## src/rtl/sipo_pkg.sv

```systemverilog
// Shared types and default sizing for the serial-to-parallel deserializer.
package sipo_pkg;

  typedef enum logic {
    IDLE  = 1'b0,
    SHIFT = 1'b1
  } state_t;

  localparam int DEFAULT_WIDTH      = 8;
  localparam int DEFAULT_FIFO_DEPTH = 2;

endpackage

```

## src/rtl/sipo_out_fifo.sv

```systemverilog
// Synchronous word FIFO with count-based full/empty; head word reads as zero when empty.
module sipo_out_fifo #(
  parameter int WIDTH = 8,
  parameter int DEPTH = 2
) (
  input  logic             clock,
  input  logic             rstn,
  input  logic             push,
  input  logic [WIDTH-1:0] wr_data,
  input  logic             pop,
  output logic [WIDTH-1:0] rd_data,
  output logic             empty,
  output logic             full
);

  localparam int PW = (DEPTH > 1) ? $clog2(DEPTH) : 1;
  localparam int CW = $clog2(DEPTH + 1);

  logic [WIDTH-1:0] mem_q [DEPTH];
  logic [WIDTH-1:0] mem_d [DEPTH];
  logic [PW-1:0]    wr_ptr_q, wr_ptr_d;
  logic [PW-1:0]    rd_ptr_q, rd_ptr_d;
  logic [CW-1:0]    count_q, count_d;
  logic             do_push, do_pop;

  assign empty   = (count_q == '0);
  assign full    = (count_q == CW'(DEPTH));
  assign do_pop  = pop && !empty;
  // A full FIFO still accepts a push when the head leaves in the same cycle.
  assign do_push = push && (!full || do_pop);
  assign rd_data = empty ? '0 : mem_q[rd_ptr_q];

  always_comb begin
    mem_d    = mem_q;
    wr_ptr_d = wr_ptr_q;
    rd_ptr_d = rd_ptr_q;
    count_d  = count_q;
    if (do_push) begin
      mem_d[wr_ptr_q] = wr_data;
      wr_ptr_d        = wr_ptr_q + PW'(1);
    end
    if (do_pop) begin
      rd_ptr_d = rd_ptr_q + PW'(1);
    end
    case ({do_push, do_pop})
      2'b10:   count_d = count_q + CW'(1);
      2'b01:   count_d = count_q - CW'(1);
      default: count_d = count_q;
    endcase
  end

  always_ff @(posedge clock) begin
    if (!rstn) begin
      for (int i = 0; i < DEPTH; i++) begin
        mem_q[i] <= '0;
      end
      wr_ptr_q <= '0;
      rd_ptr_q <= '0;
      count_q  <= '0;
    end else begin
      mem_q    <= mem_d;
      wr_ptr_q <= wr_ptr_d;
      rd_ptr_q <= rd_ptr_d;
      count_q  <= count_d;
    end
  end

endmodule

```

## src/rtl/sipo_deserializer.sv

```systemverilog
// Collects framed serial bits into WIDTH-bit words and queues them for a ready/valid consumer.
//   state | meaning
//   IDLE  | waiting for a valid bit flagged with frame_start
//   SHIFT | word in progress, bit_count bits collected so far
module sipo_deserializer
  import sipo_pkg::*;
#(
  parameter int WIDTH      = DEFAULT_WIDTH,
  parameter int MSB_FIRST  = 1,
  parameter int FIFO_DEPTH = DEFAULT_FIFO_DEPTH
) (
  input  logic                       clock,
  input  logic                       rstn,
  input  logic                       serial_in,
  input  logic                       serial_valid,
  input  logic                       frame_start,
  output logic [WIDTH-1:0]           parallel_out,
  output logic                       out_valid,
  input  logic                       out_ready,
  output logic [$clog2(WIDTH+1)-1:0] bit_count,
  output logic                       overrun,
  output logic                       frame_err
);

  localparam int CW = $clog2(WIDTH + 1);

  state_t           state_q, state_d;
  logic [WIDTH-1:0] shift_q, shift_d;
  logic [CW-1:0]    cnt_q, cnt_d;
  logic             overrun_q, overrun_d;
  logic             frame_err_q, frame_err_d;

  logic             restart, take, push;
  logic [CW-1:0]    base_cnt, cnt_next;
  logic [WIDTH-1:0] word;
  int               pos;
  logic             fifo_empty, fifo_full;

  always_ff @(posedge clock) begin
    if (!rstn) begin
      state_q <= IDLE;
    end else begin
      state_q <= state_d;
    end
  end

  always_comb begin
    state_d = state_q;
    case (state_q)
      IDLE:    if (take && !push) state_d = SHIFT;
      SHIFT:   if (push) state_d = IDLE;
      default: state_d = IDLE;
    endcase
  end

  always_comb begin
    restart  = serial_valid && frame_start;
    take     = restart || (serial_valid && (state_q == SHIFT));
    // A frame_start bit always begins a fresh word, discarding any partial one.
    base_cnt = restart ? '0 : cnt_q;
    word     = restart ? '0 : shift_q;
    pos      = (MSB_FIRST != 0) ? (WIDTH - 1 - int'(base_cnt)) : int'(base_cnt);
    if (take) begin
      for (int i = 0; i < WIDTH; i++) begin
        if (i == pos) word[i] = serial_in;
      end
    end
    cnt_next    = take ? (base_cnt + CW'(1)) : cnt_q;
    push        = take && (cnt_next == CW'(WIDTH));
    cnt_d       = push ? '0 : cnt_next;
    shift_d     = push ? '0 : word;
    frame_err_d = frame_err_q || (restart && (state_q == SHIFT));
    overrun_d   = overrun_q || (push && fifo_full && !out_ready);
  end

  always_ff @(posedge clock) begin
    if (!rstn) begin
      shift_q     <= '0;
      cnt_q       <= '0;
      overrun_q   <= 1'b0;
      frame_err_q <= 1'b0;
    end else begin
      shift_q     <= shift_d;
      cnt_q       <= cnt_d;
      overrun_q   <= overrun_d;
      frame_err_q <= frame_err_d;
    end
  end

  sipo_out_fifo #(
    .WIDTH (WIDTH),
    .DEPTH (FIFO_DEPTH)
  ) u_out_fifo (
    .clock   (clock),
    .rstn    (rstn),
    .push    (push),
    .wr_data (word),
    .pop     (out_ready),
    .rd_data (parallel_out),
    .empty   (fifo_empty),
    .full    (fifo_full)
  );

  assign out_valid = !fifo_empty;
  assign bit_count = cnt_q;
  assign overrun   = overrun_q;
  assign frame_err = frame_err_q;

endmodule

```

## config.mk

```make
export PLATFORM = sky130hd
export DESIGN_NAME = sipo_deserializer
export DESIGN_NICKNAME = d
export VERILOG_FILES = /design/src/rtl/sipo_pkg.sv /design/src/rtl/sipo_out_fifo.sv /design/src/rtl/sipo_deserializer.sv
export SDC_FILE = /design/constraint.sdc
export NUM_CORES = 1
export LEC_CHECK = 0
export CAP_MARGIN = 20
export CORE_AREA = 2 2 74 76
export DETAILED_ROUTE_END_ITERATION = 8
export DIE_AREA = 0 0 76 78
export GPL_TIMING_DRIVEN = 1
export SETUP_SLACK_MARGIN = 0.15
export SYNTH_ARGS = -nofsm -noshare
export SYNTH_HDL_FRONTEND = slang
export SYNTH_HIERARCHICAL = 1
export SYNTH_SLANG_ARGS = --single-unit
export TNS_END_PERCENT = 30
```

## constraint.sdc

```tcl
create_clock -name clock -period 1.65 [get_ports clock]
set_input_delay 0.33 -clock clock [delete_from_list [all_inputs] [get_ports clock]]
set_output_delay 0.33 -clock clock [all_outputs]
set_load 0.02 [all_outputs]
```

==> results of run 1 <==
[per-layer routing]
metal	vias up	share of wire [%]	track usage, %
li1	817	-	-
met1	720	49	19.4
met2	24	47	23.2
met3	6	3.1	2.91
met4	0	1.3	5.64
met5	-	0	0
[worst max-delay path, stage by stage (launching register included)]
cell     delay (ns)
dfxtp_2        0.35
buf_12         0.14
mux2i_2        0.26
nor2_4         0.04
buf_6          0.13
[per-stage QoR]
step / area (um2) / util [%]
6_report: 2480 / 49.3
5_1_grt: 2480 / 49.3
3_5_place_dp: 2290 / 45.4
4_1_cts: 2440 / 48.5
3_3_place_gp: 2290 / 45.4
2_1_floorplan: 1770 / -
[state kept, by name, indices dropped and copies added (netlist names), named ones only]
signal,cells
overrun,1
shift_q,8
u_out_fifo/count_q,2
bit_count,4
u_out_fifo/rd_ptr_q,1
u_out_fifo/mem_q,16
frame_err,1
u_out_fifo/wr_ptr_q,1
[placed cells by master (no fill, tap or decap), types with 2 or more instances in the layout]
master	netlist	layout
a21oi_2	1	2
buf_4	2	39
or4_1	2	2
buf_2	9	3
clkbuf_8	0	7
mux2i_1	25	24
o211ai_1	2	2
nand3_1	4	4
nor2_1	15	10
o21ai_0	5	4
clkdlybuf4s50_1	0	2
dfxtp_1	35	27
dfxtp_4	0	3
a211oi_1	3	3
and2_1	2	2
nor2_4	1	3
a21oi_1	10	9
nor2b_1	4	4
o311ai_1	0	3
nand2_1	34	33
o21a_1	3	3
nor2_2	0	3
buf_6	0	5
buf_12	0	3
nand2b_1	3	3
inv_1	3	3
dlygate4sd2_1	0	8
dfxtp_2	0	5
and4b_1	2	2
o21ai_1	3	4
[area by class of cell]
class | instances | area share (%)
inverter | 4 | 0.605
timing repair buffer | 62 | 21.3
multi-input combinational | 146 | 41.6
tap | 70 | 3.53
sequential | 35 | 28.9
clock buffer | 8 | 4.03
[power by group through the flow]
stage	Combinational [mW]	Sequential [mW]	Clock, mW
2_1_floorplan	0.0590	0.878	0
5_1_grt	0.143	0.861	0.741
3_3_place_gp	0.124	0.882	0
4_1_cts	0.123	0.863	0.711
6_report	0.130	0.860	0.680
3_5_place_dp	0.124	0.882	0
[path summary, 6_finish.rpt]
check | startpoint | to | slack, ns | cells past startpoint
worst max register to register | bit_count[0] | u_out_fifo/count_q[0] | 0.19 | 7
worst min register to register | shift_q[0] | shift_q[0] | 0.44 | 2
worst min-delay path | shift_q[0] | shift_q[0] | 0.44 | 2
worst max-delay path | u_out_fifo/rd_ptr_q | parallel_out[1] | 0.13 | 4
[cells by family after synthesis]
logic type                count (synthesis)  share of synthesized area [%]
muxes                                    25                           14.3
xor gates and xnor gates                  1                          0.500
and+or+nand+nor                          83                           26.4
AOI/OAI and AO/OA                        37                           13.9
DFF                                      35                           40.0
buffers and inverters                    18                           4.92
[what timing repair did]
action                     in CTS  in global routing
gates resized for setup        68                 12
pin swaps                       5                  2
cloned                          1                  0
hold buffers                    0                  0
buffers inserted                3                  3
setup endpoints to repair      45                 30
==> results.md, run 1 <==
- Final setup vio count: 0
- Area Overhead vs Synth: 41.7%
- Clk buf depth: 2
- Period utilization: 92.4%
- Routability Congestion: 0.773
- Grt total ovfl: 0
- Largest cells by area after synthesis: dfxtp_1, mux2i_1, nand2_1
- Multi-input gate area: between 1000 and 1500 um2
- CP Class: flip-flop to primary output
- DR vias: 1567
- Avg Cell Area, Syn: ~8.8 um2
- Max-slew violations: 0
- Commonest cells post-synth: dfxtp_1, nand2_1, mux2i_1
- Pint: about 1.3 mW
- Total Nets Final: 260
- Antenna viol nets, final: 0
- Worst Setup Start Kind: flip-flop
- Largest net degree at the start of global routing: 31
- Overall routing resource usage: 14.5%
- Status: finished clean
- Die H: 78 um
- Highest Clock Rate: 656 MHz
- Number of synthesized flops with an enable pin: 0
- DRC: 0
- DR iter-0 viols: 70
- Sequential group share of total power: 51.5%
- Final Instance Count excl. Fillers: 325
- WHS: 0.444 ns
- Final hold vios: 0
- I/O Buffers: 20
- Worst-path clk slew: 0.06 ns
- Tot Pwr: between 1.5 and 2 mW
- Top FF cell, synth: dfxtp_1
- Async SR Flop Fraction: 0%
- Setup crit end kind: primary output
- Vias in the first global route: 1524
- Worst min-delay path category: flip-flop to flip-flop
- Core Region: 5040 um2
- Die width: 76 um
- Post-Route WL: 4020 um
- Power Density: just under 700 nW/um2
- Worst clock skew: 0.00507 ns
- Dpl ws: -0.348 ns
- Netlist cell types: 46
- Share of cells above drive strength 1: 33.3%
- MaxCap Viol Count: 0
- First-pass detailed-route iteration total: 4
- Critical Path AT: ~1.2 ns
- Synth area leader: dfxtp_1
- Clock sinks: 35
- Seq/Total Area, Yosys: 40.0%
- CTS tree: yes
- Most frequent cell after synthesis: dfxtp_1
- N_diodes: 0
- Worst vdd ir: approximately 0.00034 V
- Final setup margin: 0.125 ns
- Initial antenna violation count: 0
- Post-detail-place hpwl: 2820 um
- Min Tclk post-route: between 1.5 and 2 ns
- Mapped Nets: 205
- Relative slew slack: 70.0%
- WL/cell: 12.4 um
- Post-synthesis register bit count: 35
- # placed instances: 310
- Synthesized cell area: 1750 um2
- Yosys top cell area share: about two fifths
- CTS root buf: clkbuf_8
- Combinational power share: under 10%
- TNS Setup: 0 ns
- Worst-Margin Slew: 0.444 ns
- IO Pins: 21
- Num CTS Buffers: 5
- Clock network power share: about two fifths
- Sw Share: 22.6%
- RSZ-0062 raised after global routing: yes
- Clock Latency Late Sink: around 0.28 ns
- Total die area: ~5900 um2
- Storage element area: between 700 and 800 um2
- Crit Path Max Fanout: 8
- LEAKAGE: approximately 0.97 nW
- NetSw: 0.378 mW
- Vias per cell: 4.82
- Fill cells: between 400 and 500
- H-tree levels: 2
- Critical path data required time: 1.32 ns
- Synthesized instance count: 199
- Initial Util: 34.8%
- First-pass GRT wire length: around 7000 um
- Cell row count: 26
- Synthesis warning total: 6
No activity file was read; power rests on OpenSTA's default activity.
==> run 2, diff against run 1 <==
CORE_AREA = 8 8 80 82   (was 2 2 74 76)
DIE_AREA = 0 0 88 90   (was 0 0 76 78)
SKIP_LAST_GASP = 1   (was default)
==> run 2 against run 1 <==
- sequential power barely moved
- core utilization down 1.3 points
- clock skew grew 0.0029 ns
- setup slack lost 0.098 ns
- maximum frequency shrank 6.1%
- routed wire length is 1.6% higher
- highest routed layer unchanged
- register-to-register slack about the same
- sequential share of layout area is 0.23 points lower
- first-iteration DRC count shrank 17%
- non-clock buffer count down 4
- critical path type unchanged
==> results.md, run 2 (synthesized netlist as in run 1, its figures left out) <==
- Status: finished clean
- Initial antenna violation count: 0 (unchanged)
- Area Overhead vs Synth: 43.3%
- Highest Clock Rate: 616 MHz (-6.1%)
- Most common cell after layout, fill and taps aside: buf_4
- First-pass GRT wire length: 6700 um (-3.9%)
- Dpl cell area: 2230 um2 (-2.5%)
- Vias per cell: 4.72 (-2.2%)
- Worst Setup Start Kind: flip-flop
- Max-slew violations: 0 (unchanged)
- MaxCap Viol Count: 0 (unchanged)
- Worst min-delay path category: flip-flop to flip-flop
- Largest net degree at the start of global routing: 30 (-3.2%)
- Grt total ovfl: 0 (unchanged)
- Die H: 90 um (+15%)
- Final setup vio count: 0 (unchanged)
- Clock sinks: 35 (unchanged)
- Final hold vios: 0 (unchanged)
- Share of cells above drive strength 1: 29.5% (-3.9 points)
- Total die area: 7920 um2 (+34%)
- Clock Latency Late Sink: 0.29 ns (about the same)
- Total Nets Final: 256 (-1.5%)
- DRC: 0 (unchanged)
- Worst-Margin Slew: 0.516 ns (+0.0720 ns)
- Final non-filler cell area: 2510 um2 (+1.2%)
- Clk buf depth: 2 (unchanged)
- H-tree levels: 2 (unchanged)
- Dpl ws: -0.347 ns (+0.00155 ns)
- DR vias: 1523 (-2.8%)
- Initial Util: 33.5% (-1.3 points)
- Relative slew slack: 65.1% (-4.9 points)
- LEAKAGE: 1.00 nW (+4.1%)
- Worst-path clk slew: 0.07 ns (about the same)
- Core Util, Final: 48.0% (-1.3 points)
- Overall routing resource usage: 10.4% (-4.1 points)
- DR iter-0 viols: 58 (-17%)
- Final setup margin: 0.0267 ns (-0.0984 ns)
- Die width: 88 um (+16%)
- Core Region: 5240 um2 (+3.8%)
- Worst clock skew: 0.00799 ns (+0.00292 ns)
- N_diodes: 0 (unchanged)
- Cell row count: 27 (+3.8%)
- WL/cell: 12.7 um (+2.3%)
- Worst vdd ir: 0.000356 V (+6.0%)
- Number of flip-flops in the largest register: 16 (unchanged)
- Min Tclk post-route: 1.62 ns (+0.0984 ns)
- Top reg by flops: u_out_fifo/mem_q
- Crit Path Max Fanout: 7 (-1)
- Critical path data required time: 1.32 ns (about the same)
- CTS root buf: clkbuf_8
- First-pass detailed-route iteration total: 4 (unchanged)
- CTS tree: yes
- Antenna viol nets, final: 0 (unchanged)
- IO Pins: 21 (unchanged)
- CP Class: flip-flop to primary output
- Post-detail-place hpwl: 2840 um (+0.69%)
- Vias in the first global route: 1464 (-3.9%)
- Most frequent cells in the layout: buf_4, nand2_1, dfxtp_1, mux2i_1, nor2_1
- Power Density: 760 nW/um2 (+13%)
- I/O Buffers: 20 (unchanged)
- Num CTS Buffers: 5 (unchanged)
- RSZ-0062 raised after global routing: yes
- Critical Path AT: 1.29 ns (+0.10 ns)
- Routability Congestion: 0.786 (+1.7%)
- Period utilization: 98.4% (+6.0 points)
- Setup crit end kind: primary output
- Post-Route WL: 4090 um (+1.6%)
## run 2: final cells by class
class                           count  area, um2
Clock buffer                        5       68.8
Timing Repair Buffer               58        523
Fill cell                         528       2720
Multi-Input combinational cell    146       1030
Sequential cell                    35        721
Tap cell                           72       90.1
Clock inverter                      3       67.6
Inverter                            4       15.0
## run 2: power by group
| part | total, mW | internal, mW | leakage (nW) | switching [mW] |
|---|---|---|---|---|
| clock | 0.929 | 0.603 | 0.0644 | 0.326 |
| combinational | 0.123 | 0.0584 | 0.654 | 0.0643 |
| sequential | 0.858 | 0.845 | 0.287 | 0.0123 |
## run 2: worst max-delay path, stage by stage (launching register included)
cell and delay [ns]:
dfxtp_2 0.34, buf_12 0.12, mux2i_1 0.18, nor2_1 0.05
dlygate4sd2_1 0.32
## run 2: stage by stage
stage | cells | TNS, ns | hold WS [ns] | power, mW
finish | 323 | 0 | 0.457 | 1.91
global route | 323 | -0.0334 | 0.476 | 1.97
CTS | 315 | -0.391 | 0.462 | 1.93
detailed placement | 304 | -8.57 | 0.450 | 0.999
global placement | 304 | -7.71 | 0.442 | 1.00
floorplan | 199 | 0 | 0.419 | 0.937
## run 2: worst paths after layout
check / slack, ns / to / start / cells after the start
worst max-delay path: 0.03 / parallel_out[0] / u_out_fifo/rd_ptr_q / 4
worst min-delay path: 0.46 / u_out_fifo/mem_q[5] / u_out_fifo/mem_q[5] / 2
worst max register to register: 0.18 / u_out_fifo/mem_q[12] / bit_count[3] / 6
worst min register to register: 0.46 / u_out_fifo/mem_q[5] / u_out_fifo/mem_q[5] / 2
## run 2: routing by layer
metal | global-route usage (%) | routed length, um
met1 | 13.2 | 2040
met2 | 15.9 | 1810
met3 | 3.00 | 182
met4 | 4.30 | 48
met5 | 0 | 0
## run 2: repair_timing
| action | CTS | global route |
|---|---|---|
| cloned | 0 | 1 |
| pin swaps | 1 | 4 |
| setup buffers | 3 | 7 |
| hold buffers | 0 | 0 |
| endpoints found under the setup margin | 39 | 45 |
| gates resized for setup | 37 | 27 |
==> edit 1: new RTL, flow settings as in run 1 <==
Reset style: asynchronous (`rstn`), changed in 3 clocked blocks.
--- a/src/rtl/sipo_out_fifo.sv
+++ b/src/rtl/sipo_out_fifo.sv
@@ -49,7 +49,7 @@
     endcase
   end
 
-  always_ff @(posedge clock) begin
+  always_ff @(posedge clock or negedge rstn) begin
     if (!rstn) begin
       for (int i = 0; i < DEPTH; i++) begin
         mem_q[i] <= '0;
--- a/src/rtl/sipo_deserializer.sv
+++ b/src/rtl/sipo_deserializer.sv
@@ -36,7 +36,7 @@
   int               pos;
   logic             fifo_empty, fifo_full;
 
-  always_ff @(posedge clock) begin
+  always_ff @(posedge clock or negedge rstn) begin
     if (!rstn) begin
       state_q <= IDLE;
     end else begin
@@ -73,7 +73,7 @@
     overrun_d   = overrun_q || (push && fifo_full && !out_ready);
   end
 
-  always_ff @(posedge clock) begin
+  always_ff @(posedge clock or negedge rstn) begin
     if (!rstn) begin
       shift_q     <= '0;
       cnt_q       <= '0;
Formal check against the unedited RTL: differs if rstn is asserted again (counterexample within 4 cycles, from zero or initial values and one cycle with rstn low); with rstn held inactive, the same outputs for 10 cycles.
==> edit 1 against run 1 <==
The run now ends with negative setup slack left; sequential cell count unchanged; maximum frequency down 15%; non-clock buffer count up 4; synthesized area up 8.4%; wire length up 16%; design area up 11%; register-to-register slack worse by 0.34 ns; worst setup slack worse by 0.28 ns; via count up 0.70%; first-iteration DRC count down 1.4%; core utilization up 5.3 points; worst hold slack worse by 0.038 ns; largest cell class unchanged.
Power is not compared: it rests on default switching activity, and its combinational part moved more than twofold at a synthesized area within 25%.
==> edit 1: results (changes against run 1) <==
grt_max_degree: 36  # was 31
ys_seq_area_share_pct: 46.08  # was 39.97%
place_ws_ns: -0.5560  # was -0.3482 ns
critical-path-max-stage-delay_ns: 0.38  # was 0.35 ns
synthTopCellsByArea: "dfrtp_1, mux2_2, mux2i_1"  # was dfxtp_1, mux2i_1, nand2_1
slowest_stage: "dfrtp_1"  # was dfxtp_2
finalSetupTns_ns: -2.010  # was 0 ns
drive_gt1_share_pct: 46.64  # was 33.33%
fin_skew_ns: 0.005685  # was 0.005070 ns
status: "finished, violations left"  # was complete, no violations
gr-usage-all-layers_pct: 17.02  # was 14.53%
r2r-start: "bit_count[3]"  # was bit_count[0]
cp-end-kind: "flop"  # was output port
hold_path.class: "input port to async pin"  # was flop to flop
nets: 243  # was 260
synth_common_cells: "dfrtp_1, mux2_2, mux2i_1"  # was dfxtp_1, nand2_1, mux2i_1
syn_nets: 181  # was 205
final.setup.worst_slack_ns: -0.1512  # was 0.1251 ns
wl_per_cell_um: 15.20  # was 12.37 um
setup_viol: 19  # was 0
num_vias: 1578  # was 1,567
synth_xor_area_share_pct: 0.4608  # was 0.4996%
crit_family: "simple AND/OR/NAND/NOR gates"  # was flip-flops
worst_pin_slew_ns: 0.3644  # was 0.4445 ns
grt_pass1_vias: 1662  # was 1,524
failed_checks: "negative setup slack"
place_congestion: 0.8174  # was 0.7727
synth_flop_cell: "dfrtp_1"  # was dfxtp_1
synthMuxAreaShare_pct: 20.01  # was 14.28%
yosys.cell_types.count: 44  # was 46
drtIter0Drc: 69  # was 70
critical_path_arrival_ns: 1.97  # was 1.19 ns
synth-compound-area-share_pct: 10.66  # was 13.92%
crit_fanout: 5  # was 8
[edit 1: cell types whose count changed after synthesis, sizes merged, moves of 7 or more]
cell	before	now
nand2	34	9
dfrtp	0	35
a21oi	11	4
mux2i	25	14
mux2	0	21
dfxtp	35	0
buf	11	4
[edit 1: area by class of cell]
cell class	count	area, sq um
sequential	35	877.1
tap	70	87.58
clock inverter	2	35.03
clock buffer	6	82.58
inverter	5	18.77
timing repair buffer	66	610.6
fill	423	2290
multi-input combinational	124	1041
[edit 1: logic make-up after synthesis]
kind of cell,Yosys count
AO/OA/AOI/OAI,29
multiplexers,35
flip-flops,35
buffers and inverters,16
AND/OR/NAND/NOR,59
XOR/XNOR,1
[edit 1: power breakdown]
part	switching, mW	internal (mW)
Sequential	0.0551	0.930
Clock	0.316	0.489
Combinational	0.310	0.344
[edit 1: routing by layer]
metal / track usage (%) / vias up / share of wire (%)
li1: - / 753 / -
met1: 21.48 / 793 / 45
met2: 28.13 / 26 / 51
met3: 4.302 / 6 / 2.8
met4: 6.727 / 0 / 1.7
met5: 0 / - / 0
[edit 1: what timing repair did]
| item | CTS | global route |
|---|---|---|
| pin swaps | 5 | 8 |
| setup buffers | 5 | 1 |
| setup endpoints to repair | 38 | 33 |
| hold buffers | 0 | 0 |
| gates resized for setup | 77 | 21 |
| cloned | 1 | 0 |
[edit 1: per-stage QoR]
stage	hold slack (ns)	instances	total power [mW]	instance area, sq um
after CTS	0.4095	307	2.440	2703
after global placement	0.4568	293	1.553	2479
final	0.4064	308	2.445	2753
after global routing	0.4169	308	2.564	2753
after floorplan	0.03441	175	1.320	1917
after detailed placement	0.4656	293	1.573	2479
==> edit 2: new RTL, config.mk and constraints of run 1 <==
Without the edit above. The package constant `DEFAULT_WIDTH` goes from 8 to 16.
--- a/src/rtl/sipo_pkg.sv
+++ b/src/rtl/sipo_pkg.sv
@@ -6,7 +6,7 @@
     SHIFT = 1'b1
   } state_t;
 
-  localparam int DEFAULT_WIDTH      = 8;
+  localparam int DEFAULT_WIDTH      = 16;
   localparam int DEFAULT_FIFO_DEPTH = 2;
 
 endpackage
Interface: changed (resized bit_count and parallel_out); port bits go from 21 to 30. No check against the original RTL was run, so the function may have changed too.
==> edit 2 against run 1 <==
The run now ends with negative setup slack left; sequential cell count up 25; via count up 88%; combinational power up 85%; worst setup slack worse by 0.43 ns; wire length up 120%; final cell count up 55%; synthesized area up 73%; count of clock-buffer cells in the layout up 3; power up 86%; global-route usage up 16 points; design area up 69%; clock power up 110%; largest cell class unchanged.
==> edit 2: results (changes against run 1) <==
dp_cells: 474  # was 310
clkLatencyLatePin_ns: 0.34  # was 0.28 ns
crit_fanout: 15  # was 8
status: "finished, violations left"  # was complete, no violations
final.setup.worst_slack_ns: -0.3044  # was 0.1251 ns
dpl_cell_area_sq_mm: 0.003762  # was 0.002290 sq mm
wl_per_cell_um: 17.47  # was 12.37 um
power_leakage_nw: 1.590  # was 0.9651 nW
drive_gt1_share_pct: 32.10  # was 33.33%
timing.rr.end: "u_out_fifo/count_q[1]"  # was u_out_fifo/count_q[0]
seq_cell_count: 60  # was 35
multi_input_cells: 256  # was 146
failed_checks: "negative setup slack"
met2_usage_pct: 53.30  # was 23.21%
use_met1_pct: 37.74  # was 19.37%
cts_buffers: 9  # was 5
finalSetupTns_ns: -10.22  # was 0 ns
grt_pass1_vias: 2874  # was 1,524
inverters_excl_clock: 3  # was 4
grt_pass1_wl_um: 14350  # was 6969 um
fin_skew_ns: 0.009550  # was 0.005070 ns
netlist_instances: 346  # was 199
synth_common_cells: "nand2_1, dfxtp_1, mux2i_1"  # was dfxtp_1, nand2_1, mux2i_1
nets: 436  # was 260
min-delay-start: "rstn"  # was shift_q[0]
wl_met1_um: 3823  # was 1962 um
yosys.cell_types.count: 53  # was 46
setup_viol: 68  # was 0
seq_share_pct: 28.83  # was 28.92%
grt_max_degree: 43  # was 31
hold_path.class: "input port to flop"  # was flop to flop
clock_area_share_pct: 4.999  # was 4.030%
clkbuf_count: 11  # was 8
worst_pin_slew_ns: 0.4143  # was 0.4445 ns
num_vias: 2951  # was 1,567
critical_path_arrival_ns: 2.22  # was 1.19 ns
synthTopCellsByArea: "dfxtp_1, mux2i_1, nand2_1"  # unchanged
gr-usage-all-layers_pct: 30.62  # was 14.53%
portBuffers: 29  # was 20
routed-wl-met2_um: 4315  # was 1879 um
place_ws_ns: -0.8269  # was -0.3482 ns
final_area_sq_mm: 0.004205  # was 0.002484 sq mm
==> edit 2: changes by cell type after synthesis, sizes merged, moves of 4 or more <==
cell,run 1,this run
dfxtp,35,60
nand4,0,14
nor2,16,22
mux2i,25,48
o21ai,8,4
o31ai,0,5
clkbuf,3,18
a21oi,11,26
o41ai,0,4
nand2,34,64
==> edit 2: worst max path at each step <==
| stage | depth (start not counted) | start | slack [ns] | to |
|---|---|---|---|---|
| floorplan | 11 | frame_start | -0.55 | u_out_fifo/count_q[1] |
| global placement | 10 | frame_start | -0.76 | u_out_fifo/count_q[1] |
| detailed placement | 10 | frame_start | -0.83 | u_out_fifo/count_q[1] |
| CTS | 9 | bit_count[1] | -0.32 | u_out_fifo/count_q[1] |
| global route | 9 | bit_count[0] | -0.43 | u_out_fifo/count_q[1] |
| finish | 8 | bit_count[0] | -0.30 | u_out_fifo/count_q[1] |
==> edit 2: report_power, final <==
group | internal [mW] | switching, mW
Sequential | 1.45 | 0.00576
Clock | 0.782 | 0.620
Combinational | 0.0968 | 0.144
==> edit 2: kinds of logic (layout without fill, tap and decap cells) <==
family	count (synthesis)	after routing	synth area share (%)
adder cells (fa/ha/maj)	2	2	0.8250
AND/OR/NAND/NOR	139	139	22.61
buffers and inverters	30	117	5.569
flip-flops	60	60	39.60
AO/OA/AOI/OAI	64	64	14.69
multiplexers	48	48	15.84
XOR/XNOR	3	3	0.8665
==> edit 2: repair_timing <==
| action | CTS | global route |
|---|---|---|
| pin swaps | 3 | 5 |
| gates cloned | 3 | 1 |
| setup endpoints to repair | 80 | 76 |
| gates resized for setup | 114 | 23 |
| setup buffers | 7 | 2 |
